[src/rtl/ps_regfile_if.sv]
// Register-file access channel: a write with a one-deep response path, and a read
// request with a queued response path. All channels use valid/ready handshakes.
interface ps_if #(
  parameter int ADDR_WIDTH = 5,
  parameter int DATA_WIDTH = 32
);
  logic [ADDR_WIDTH-1:0] waddr;
  logic [DATA_WIDTH-1:0] wdata;
  logic                  wvalid;
  logic                  wready;
  logic                  bready;
  logic [DATA_WIDTH-1:0] bdata;
  logic                  bvalid;
  logic [ADDR_WIDTH-1:0] raddr;
  logic                  arvalid;
  logic                  aready;
  logic [DATA_WIDTH-1:0] rdata;
  logic                  rvalid;
  logic                  rready;

  modport slave (
    input  waddr, wdata, wvalid, bready, raddr, arvalid, rready,
    output wready, bdata, bvalid, aready, rdata, rvalid
  );

  modport master (
    output waddr, wdata, wvalid, bready, raddr, arvalid, rready,
    input  wready, bdata, bvalid, aready, rdata, rvalid
  );
endinterface

[src/rtl/ps_regfile.sv]
// Register file on a ps_if slave: one outstanding write response (1-cycle latency),
// reads pushed through a RD_DEPTH-entry response FIFO; ready drops when a path is full.
module ps_regfile #(
  parameter int                    ADDR_WIDTH = 5,
  parameter int                    DATA_WIDTH = 32,
  parameter int                    NUM_REGS   = 32,
  parameter logic [NUM_REGS-1:0]   RO_MASK    = '0,
  parameter logic [DATA_WIDTH-1:0] RESET_VAL  = '0,
  parameter logic [DATA_WIDTH-1:0] OOR_DATA   = '1,
  parameter int                    RD_DEPTH   = 2
) (
  input  logic clk,
  input  logic rst,
  ps_if.slave  s
);

  localparam int               PTR_W    = $clog2(RD_DEPTH);
  localparam int               CNT_W    = PTR_W + 1;
  localparam logic [CNT_W-1:0] LP_DEPTH = CNT_W'(RD_DEPTH);

  logic [DATA_WIDTH-1:0] r_regs [NUM_REGS];

  logic                  w_wr_acc;
  logic                  w_wr_hit;
  logic                  w_wr_ro;
  logic [DATA_WIDTH-1:0] w_wr_cur;
  logic [DATA_WIDTH-1:0] w_bresp;

  logic                  w_rd_acc;
  logic                  w_rd_pop;
  logic [DATA_WIDTH-1:0] w_rd_val;

  logic                  r_bvalid;
  logic [DATA_WIDTH-1:0] r_bdata;

  logic [DATA_WIDTH-1:0] r_mem [RD_DEPTH];
  logic [PTR_W-1:0]      r_wptr;
  logic [PTR_W-1:0]      r_rptr;
  logic [CNT_W-1:0]      r_count;

  assign w_wr_acc = s.wvalid && s.wready;
  assign w_rd_acc = s.arvalid && s.aready;
  assign w_rd_pop = s.rvalid && s.rready;

  // Address decode by match, so an address outside the implemented range simply
  // hits nothing and falls through to OOR_DATA.
  always_comb begin
    w_wr_hit = 1'b0;
    w_wr_ro  = 1'b0;
    w_wr_cur = OOR_DATA;
    for (int i = 0; i < NUM_REGS; i++) begin
      if (s.waddr == ADDR_WIDTH'(i)) begin
        w_wr_hit = 1'b1;
        w_wr_ro  = RO_MASK[i];
        w_wr_cur = r_regs[i];
      end
    end
  end

  always_comb begin
    w_rd_val = OOR_DATA;
    for (int i = 0; i < NUM_REGS; i++) begin
      if (s.raddr == ADDR_WIDTH'(i)) begin
        w_rd_val = r_regs[i];
      end
    end
  end

  // Response carries the value the register holds after this write.
  assign w_bresp = !w_wr_hit ? OOR_DATA : (w_wr_ro ? w_wr_cur : s.wdata);

  always_ff @(posedge clk or posedge rst) begin
    if (rst) begin
      for (int i = 0; i < NUM_REGS; i++) begin
        r_regs[i] <= RESET_VAL;
      end
    end else if (w_wr_acc && w_wr_hit && !w_wr_ro) begin
      for (int i = 0; i < NUM_REGS; i++) begin
        if (s.waddr == ADDR_WIDTH'(i)) begin
          r_regs[i] <= s.wdata;
        end
      end
    end
  end

  always_ff @(posedge clk or posedge rst) begin
    if (rst) begin
      r_bvalid <= 1'b0;
      r_bdata  <= '0;
    end else if (w_wr_acc) begin
      r_bvalid <= 1'b1;
      r_bdata  <= w_bresp;
    end else if (s.bready) begin
      r_bvalid <= 1'b0;
    end
  end

  assign s.wready = !r_bvalid && !rst;
  assign s.bvalid = r_bvalid;
  assign s.bdata  = r_bdata;

  // Storage needs no reset: nothing is visible until r_count says so.
  always_ff @(posedge clk) begin
    if (w_rd_acc) begin
      r_mem[r_wptr] <= w_rd_val;
    end
  end

  always_ff @(posedge clk or posedge rst) begin
    if (rst) begin
      r_wptr  <= '0;
      r_rptr  <= '0;
      r_count <= '0;
    end else begin
      if (w_rd_acc) begin
        r_wptr <= r_wptr + PTR_W'(1);
      end
      if (w_rd_pop) begin
        r_rptr <= r_rptr + PTR_W'(1);
      end
      case ({w_rd_acc, w_rd_pop})
        2'b10:   r_count <= r_count + CNT_W'(1);
        2'b01:   r_count <= r_count - CNT_W'(1);
        default: r_count <= r_count;
      endcase
    end
  end

  // aready looks only at the current count, so a full FIFO refuses a push even on a pop edge.
  assign s.aready = (r_count < LP_DEPTH) && !rst;
  assign s.rvalid = (r_count != '0);
  assign s.rdata  = s.rvalid ? r_mem[r_rptr] : '0;

endmodule

[src/flat_wrapper.sv]
// flat-port wrapper written by rule: the top's interface ports become plain ports
module ps_regfile_flat 
#(
  parameter int                    ADDR_WIDTH = 5,
  parameter int                    DATA_WIDTH = 32,
  parameter int                    NUM_REGS   = 32,
  parameter logic [NUM_REGS-1:0]   RO_MASK    = '0,
  parameter logic [DATA_WIDTH-1:0] RESET_VAL  = '0,
  parameter logic [DATA_WIDTH-1:0] OOR_DATA   = '1,
  parameter int                    RD_DEPTH   = 2
)
  (clk, rst, s_waddr, s_wdata, s_wvalid, s_bready, s_raddr, s_arvalid, s_rready, s_wready, s_bdata, s_bvalid, s_aready, s_rdata, s_rvalid);
  ps_if #(.ADDR_WIDTH(ADDR_WIDTH), .DATA_WIDTH(DATA_WIDTH)) s_i ();
  input  logic clk;
  input  logic rst;
  input wire logic [$bits(s_i.waddr)-1:0] s_waddr;
  input wire logic [$bits(s_i.wdata)-1:0] s_wdata;
  input wire logic [$bits(s_i.wvalid)-1:0] s_wvalid;
  input wire logic [$bits(s_i.bready)-1:0] s_bready;
  input wire logic [$bits(s_i.raddr)-1:0] s_raddr;
  input wire logic [$bits(s_i.arvalid)-1:0] s_arvalid;
  input wire logic [$bits(s_i.rready)-1:0] s_rready;
  output wire logic [$bits(s_i.wready)-1:0] s_wready;
  output wire logic [$bits(s_i.bdata)-1:0] s_bdata;
  output wire logic [$bits(s_i.bvalid)-1:0] s_bvalid;
  output wire logic [$bits(s_i.aready)-1:0] s_aready;
  output wire logic [$bits(s_i.rdata)-1:0] s_rdata;
  output wire logic [$bits(s_i.rvalid)-1:0] s_rvalid;
  assign s_i.waddr = s_waddr;
  assign s_i.wdata = s_wdata;
  assign s_i.wvalid = s_wvalid;
  assign s_i.bready = s_bready;
  assign s_i.raddr = s_raddr;
  assign s_i.arvalid = s_arvalid;
  assign s_i.rready = s_rready;
  assign s_wready = s_i.wready;
  assign s_bdata = s_i.bdata;
  assign s_bvalid = s_i.bvalid;
  assign s_aready = s_i.aready;
  assign s_rdata = s_i.rdata;
  assign s_rvalid = s_i.rvalid;
  ps_regfile #(.ADDR_WIDTH(ADDR_WIDTH), .DATA_WIDTH(DATA_WIDTH), .NUM_REGS(NUM_REGS), .RO_MASK(RO_MASK), .RESET_VAL(RESET_VAL), .OOR_DATA(OOR_DATA), .RD_DEPTH(RD_DEPTH)) u_core (.clk(clk), .rst(rst), .s(s_i));
endmodule
[config.mk]
export PLATFORM = sky130hd
export DESIGN_NAME = ps_regfile_flat
export DESIGN_NICKNAME = d
export VERILOG_FILES = /design/src/rtl/ps_regfile_if.sv /design/src/rtl/ps_regfile.sv /design/src/flat_wrapper.sv
export SDC_FILE = /design/constraint.sdc
export NUM_CORES = 2
export LEC_CHECK = 0
export ABC_AREA = 1
export ABC_CLOCK_PERIOD_IN_PS = 40100
export BUFFER_PORTS_ARGS = -buffer_cell sky130_fd_sc_hd__buf_2
export CORE_MARGIN = 2
export CORE_UTILIZATION = 55
export CTS_CLUSTER_DIAMETER = 120
export DETAILED_ROUTE_END_ITERATION = 6
export GPL_ROUTABILITY_DRIVEN = 0
export HOLD_SLACK_MARGIN = 0.03
export PLACE_DENSITY = 0.76
export SYNTH_ARGS = -nofsm -noshare
export SYNTH_HDL_FRONTEND = slang
export SYNTH_SLANG_ARGS = --single-unit
[constraint.sdc]
create_clock -name clk -period 40.1 [get_ports clk]
set_clock_uncertainty 0.1 [all_clocks]
set_input_delay 2.005 -clock clk [delete_from_list [all_inputs] [get_ports clk]]
set_output_delay 2.005 -clock clk [all_outputs]
set_load 0.02 [all_outputs]
; Word level (Yosys, flattened, before mapping)
; Memory sizes are Yosys's and may differ from the RTL's.
; Index checks and enable logic that the tools add are counted.
[classes]
add_sub_neg = 4
n_lt_le_gt_ge = 1
n_eq_ne = 64
muxes = 71
n_reduce_logical = 45
[op_table]
columns = operator, n
row1 = $mux W32, 34
row2 = $eq A5 B5 Y1 const B, 32
row3 = $eq A5 B4 Y1 const B, 16
row4 = $reduce_and A2 Y1, 32
row5 = $eq A5 B3 Y1 const B, 8
row6 = $mux W1, 36
row7 = $eq A5 B2 Y1 const B, 4
row8 = $eq A5 B1 Y1 const B, 2
row9 = $logic_not A5 Y1, 2
row10 = $logic_and A1 B1 Y1, 6
row11 = $reduce_bool A2 Y1, 3
row12 = $pmux W2 S2, 1
row13 = $add A1 B1 Y1 const B, 2
row14 = $add A2 B1 Y2 const B, 1
row15 = $eq A2 B1 Y1 const B, 1
row16 = $eq A2 B2 Y1 const B, 1
row17 = $logic_not A1 Y1, 2
row18 = $lt A2 B2 Y1 const B, 1
row19 = $sub A2 B1 Y2 const B, 1
[totals]
reg_bits = 1061
ram_bits = 64
word_cells = 223
memories = 1
[memory_table]
columns = name, depth, width, read_ports, rd_ports_with_merged_regs, wr, line
row1 = u_core.r_mem, 2, 32, 1, 0, 1, ps_regfile.sv:36  ; logic [DATA_WIDTH-1:0] r_mem [RD_DEPTH];

; Logic depth before layout (Yosys ltp)
[logic_depth]
ltp_word = 35
mapped_depth = 24
mapped_depth_nobuf = 23

; Least setup slack after synthesis
; No wires, ideal clock.
[synth_timing]
path_type = input -> output
startpoint = input rst
endpoint = output s_wready
arrival_time_ps = 2327
setup_slack_ps = 35668
path_stages = 1
path_buffers = 0
path_cell_list = nor2_1
[synth_between]
elab_chain_cells = 2
[synth_rtl]
columns = item, line
row1 = "start, declared", flat_wrapper.sv:15  ; input logic rst;
row2 = $logic_not A1 Y1 (no source line), --
row3 = $logic_and A1 B1 Y1, ps_regfile.sv:98  ; assign s.wready = !r_bvalid && !rst;
row4 = "end, declared", flat_wrapper.sv:23  ; output wire logic [$bits(s_i.wready)-1:0] s_wready;
; No other way between the ends.

; Final worst setup path
[layout_timing]
startpoint = input s_raddr[4]
endpoint = memory u_core.r_mem[0][8] (data pin)
[layout_between]
elab_chain_cells = 33
elab_cells_between_ends = 64
cone_classes = eq/ne: 31 / mux: 32 / reduce/logical: 1
[layout_rtl]
columns = item, line
row1 = "start, declared", flat_wrapper.sv:20  ; input wire logic [$bits(s_i.raddr)-1:0] s_raddr;
row2 = $logic_not A5 Y1, ps_regfile.sv:63  ; if (s.raddr == ADDR_WIDTH'(i)) begin
row3 = $mux W32 (31 in series), ps_regfile.sv:63
row4 = $mux W32 (*), ps_regfile.sv:63
row5 = named net u_core.w_rd_val[8], ps_regfile.sv:31  ; logic [DATA_WIDTH-1:0] w_rd_val;
row6 = "end, declared", ps_regfile.sv:36
; The timed path passes the listed nets; every way through them passes the cells marked *.

==> results.ini <==
[critical_path]
r2r_cells = 20
start_kind = primary input
worstSetupEndpointType = flop
critical_path_class = in2reg
critPathMaxFanout = 33
required_ns = 40.57
crit_arrival_ns = 6.34

[sta]
final_max_slew_viol_count = 0
post-route-min-period_ns = 5.87
hold_viol = 0
tns_ns = 0
finalSetupViolCount = 0
worst_pin_slew_ns = 1.36
finalCritPeriodShare_pct = 14.6
worst_slew_margin_rel_pct = 9.42
rsz0062_at_grt = false
max_freq_ghz = 0.170

[synthesis]
synthCells = 6011
synth.distinct_cells = 30
yosys_warnings = 0
ys_seq_elements = 1125
synth-seq-area-share_pct = 57.4
syn_nets = 6060
syn_area_um2 = 49600
avgSynthCellArea_um2 = 8.25

[cts]
cts_buffers = 112
cts_resized = 0
clock_latency_ns = 0.74
cts_htree_levels = 3
clock_sinks = 1125
cts.path.max_buffers = 3
cts_setup_buffers = 0
cts-root-buf = clkbuf_16
clk_pin_slew_ns = 0.06
hold_buffers = 0
tritoncts = yes

[floorplan]
die_height_um = 304
rows = 110
start_util_pct = 55.3
coreArea_um2 = 89700
pin_count = 116
die_x_um = 304
dieArea_um2 = 92600

[placement]
port_buffers = 115
place_hpwl_um = 101000

[route]
wl_um = 166000
drtPass1Iterations = 6
vias_per_cell = 5.91
vias = 42700
wl_per_cell_um = 22.9
ant_nets = 0
drcViolationCount = 0
initialDrtViolationCount = 6061

[final_layout]
fin_util_pct = 61.2
fillCellCount = 7591
layout.area.seq_um2 = 28500
drive_gt1_share_pct = 9.43
area_growth_pct = 10.7
multiInputGateArea_um2 = 17400
layout_common_cells = nand2_1 (1446), dfrtp_1 (1060), nor2_1 (780)
layout.cells.most_common = nand2_1
fin_nets = 6000

[hold_path]
hp-class = reg2reg
hold_path_depth = 2

[global_route]
grt_pass1_wl_um = 250000
grt_remaining_overflow = 0
grt_max_degree = 182
grt_pass1_vias = 40800
grt_usage_pct = 35.8
antenna_found_initial = 7

[run]
max_cap_violations = 0

[run_status]
status = complete, no violations

[power_and_ir_drop]
power_density_nw_per_um2 = 53.3
p_leak_nw = 26.2
ir_drop_v = 0.0000426

==> cell type report <==
class	count	area share (%)
Inverter	653	4.48
Timing Repair Buffer	210	2.39
Clock inverter	53	1.04
Multi-Input combinational cell	3849	31.7
Antenna cell	4	0.0182
Sequential cell	1125	51.8
Tap cell	1176	2.68
Clock buffer	155	5.86
==> cells by family after synthesis <==
family	Yosys count	synth area share, %
DFF	1125	57.4
xor gates and xnor gates	4	0.0706
buffers and inverters	1037	7.92
adders and majority gates	1	0.0252
AOI/OAI and AO/OA	1150	12.2
and+or+nand+nor	2694	22.4
==> per-layer routing <==
metal | GRT usage (%) | vias up | part of all wire [%]
li1 | - | 18900 | -
met1 | 48.2 | 20500 | 37
met2 | 53.1 | 2778 | 43
met3 | 8.66 | 529 | 13
met4 | 21.1 | 6 | 6.8
met5 | 0 | - | 0.025
==> final timing paths <==
check | start | endpoint | slack (ns)
worst max-delay path | s_raddr[4] | u_core.r_mem[0][8]$_DFFE_PP_ | 34.23
worst min-delay path | u_core.r_regs[75]$_DFFE_PP0P_ | u_core.r_regs[75]$_DFFE_PP0P_ | 0.38
worst max register to register | u_core.r_regs[1000]$_DFFE_PP0P_ | u_core.r_mem[0][8]$_DFFE_PP_ | 36.54
worst min register to register | u_core.r_regs[75]$_DFFE_PP0P_ | u_core.r_regs[75]$_DFFE_PP0P_ | 0.38
max in group asynchronous | rst | u_core.r_regs[992]$_DFFE_PP0P_ | 35.09
min in group asynchronous | rst | u_core.r_regs[141]$_DFFE_PP0P_ | 1.38
==> flip-flops by register name, summed over array words and instances, names as in the netlist <==
name and flops:
u_core.r_regs 1024, u_core.r_mem 64, u_core.s.bdata 32, u_core.r_count 2
u_core.r_rptr 1, u_core.r_wptr 1, u_core.s.bvalid 1
==> power breakdown <==
part,switching (W),leakage [nW],internal [W]
combinational,0.000318,11.3,0.000130
sequential,0.0000751,13.0,0.00133
clock,0.000465,1.87,0.000614
==> synth_stat cells (all sizes together) <==
cell type | n | area [µm²]
nand3b | 5 | 37.5
a22oi | 109 | 818
nand3 | 53 | 270
xnor2 | 2 | 17.5
o22ai | 2 | 12.5
o21ai | 695 | 3480
nor3 | 35 | 175
xor2 | 2 | 17.5
clkinv | 3 | 11.3
a21oi | 344 | 1720
nand4 | 215 | 1350
nor4 | 3 | 37.5
or2 | 122 | 763
inv | 650 | 2440
edfxtp | 64 | 1920
nor2 | 809 | 3060
ha | 1 | 12.5
buf | 23 | 124
clkbuf | 361 | 1360
nand2 | 1452 | 5450
dfrtp | 1061 | 26600
==> through the flow <==
stage	area (µm²)	cells	setup slack, ns	hold WS (ns)	power, W
2_1_floorplan	49600	6011	8.13	0.346	0.00170
3_3_place_gp	51100	7013	33.80	0.358	0.00184
3_5_place_dp	51100	7013	33.80	0.365	0.00186
4_1_cts	54900	7221	34.51	0.380	0.00293
5_1_grt	54900	7222	34.05	0.396	0.00304
6_report	54900	7225	34.23	0.376	0.00293
==> critical path, cell delays in order <==
cell and delay [ns]:
buf_2 0.45, inv_1 0.08, buf_4 0.28, nand2_1 0.12, buf_4 0.44, nor2_1 0.08, nor2_1 0.10, nand4_1 0.33
nand2_1 0.17, nand4_1 0.16, nor2_1 0.21, nand4_1 0.11, nor2_1 0.33, nand4_1 0.14, nor2_1 0.19, nand4_1 0.10
nor2_1 0.31, nand4_1 0.17, nand2_1 0.10, nand2_1 0.12, nor2_1 0.13, nand3_1 0.08, nand2_1 0.08
No activity file was read; power rests on OpenSTA's default activity.
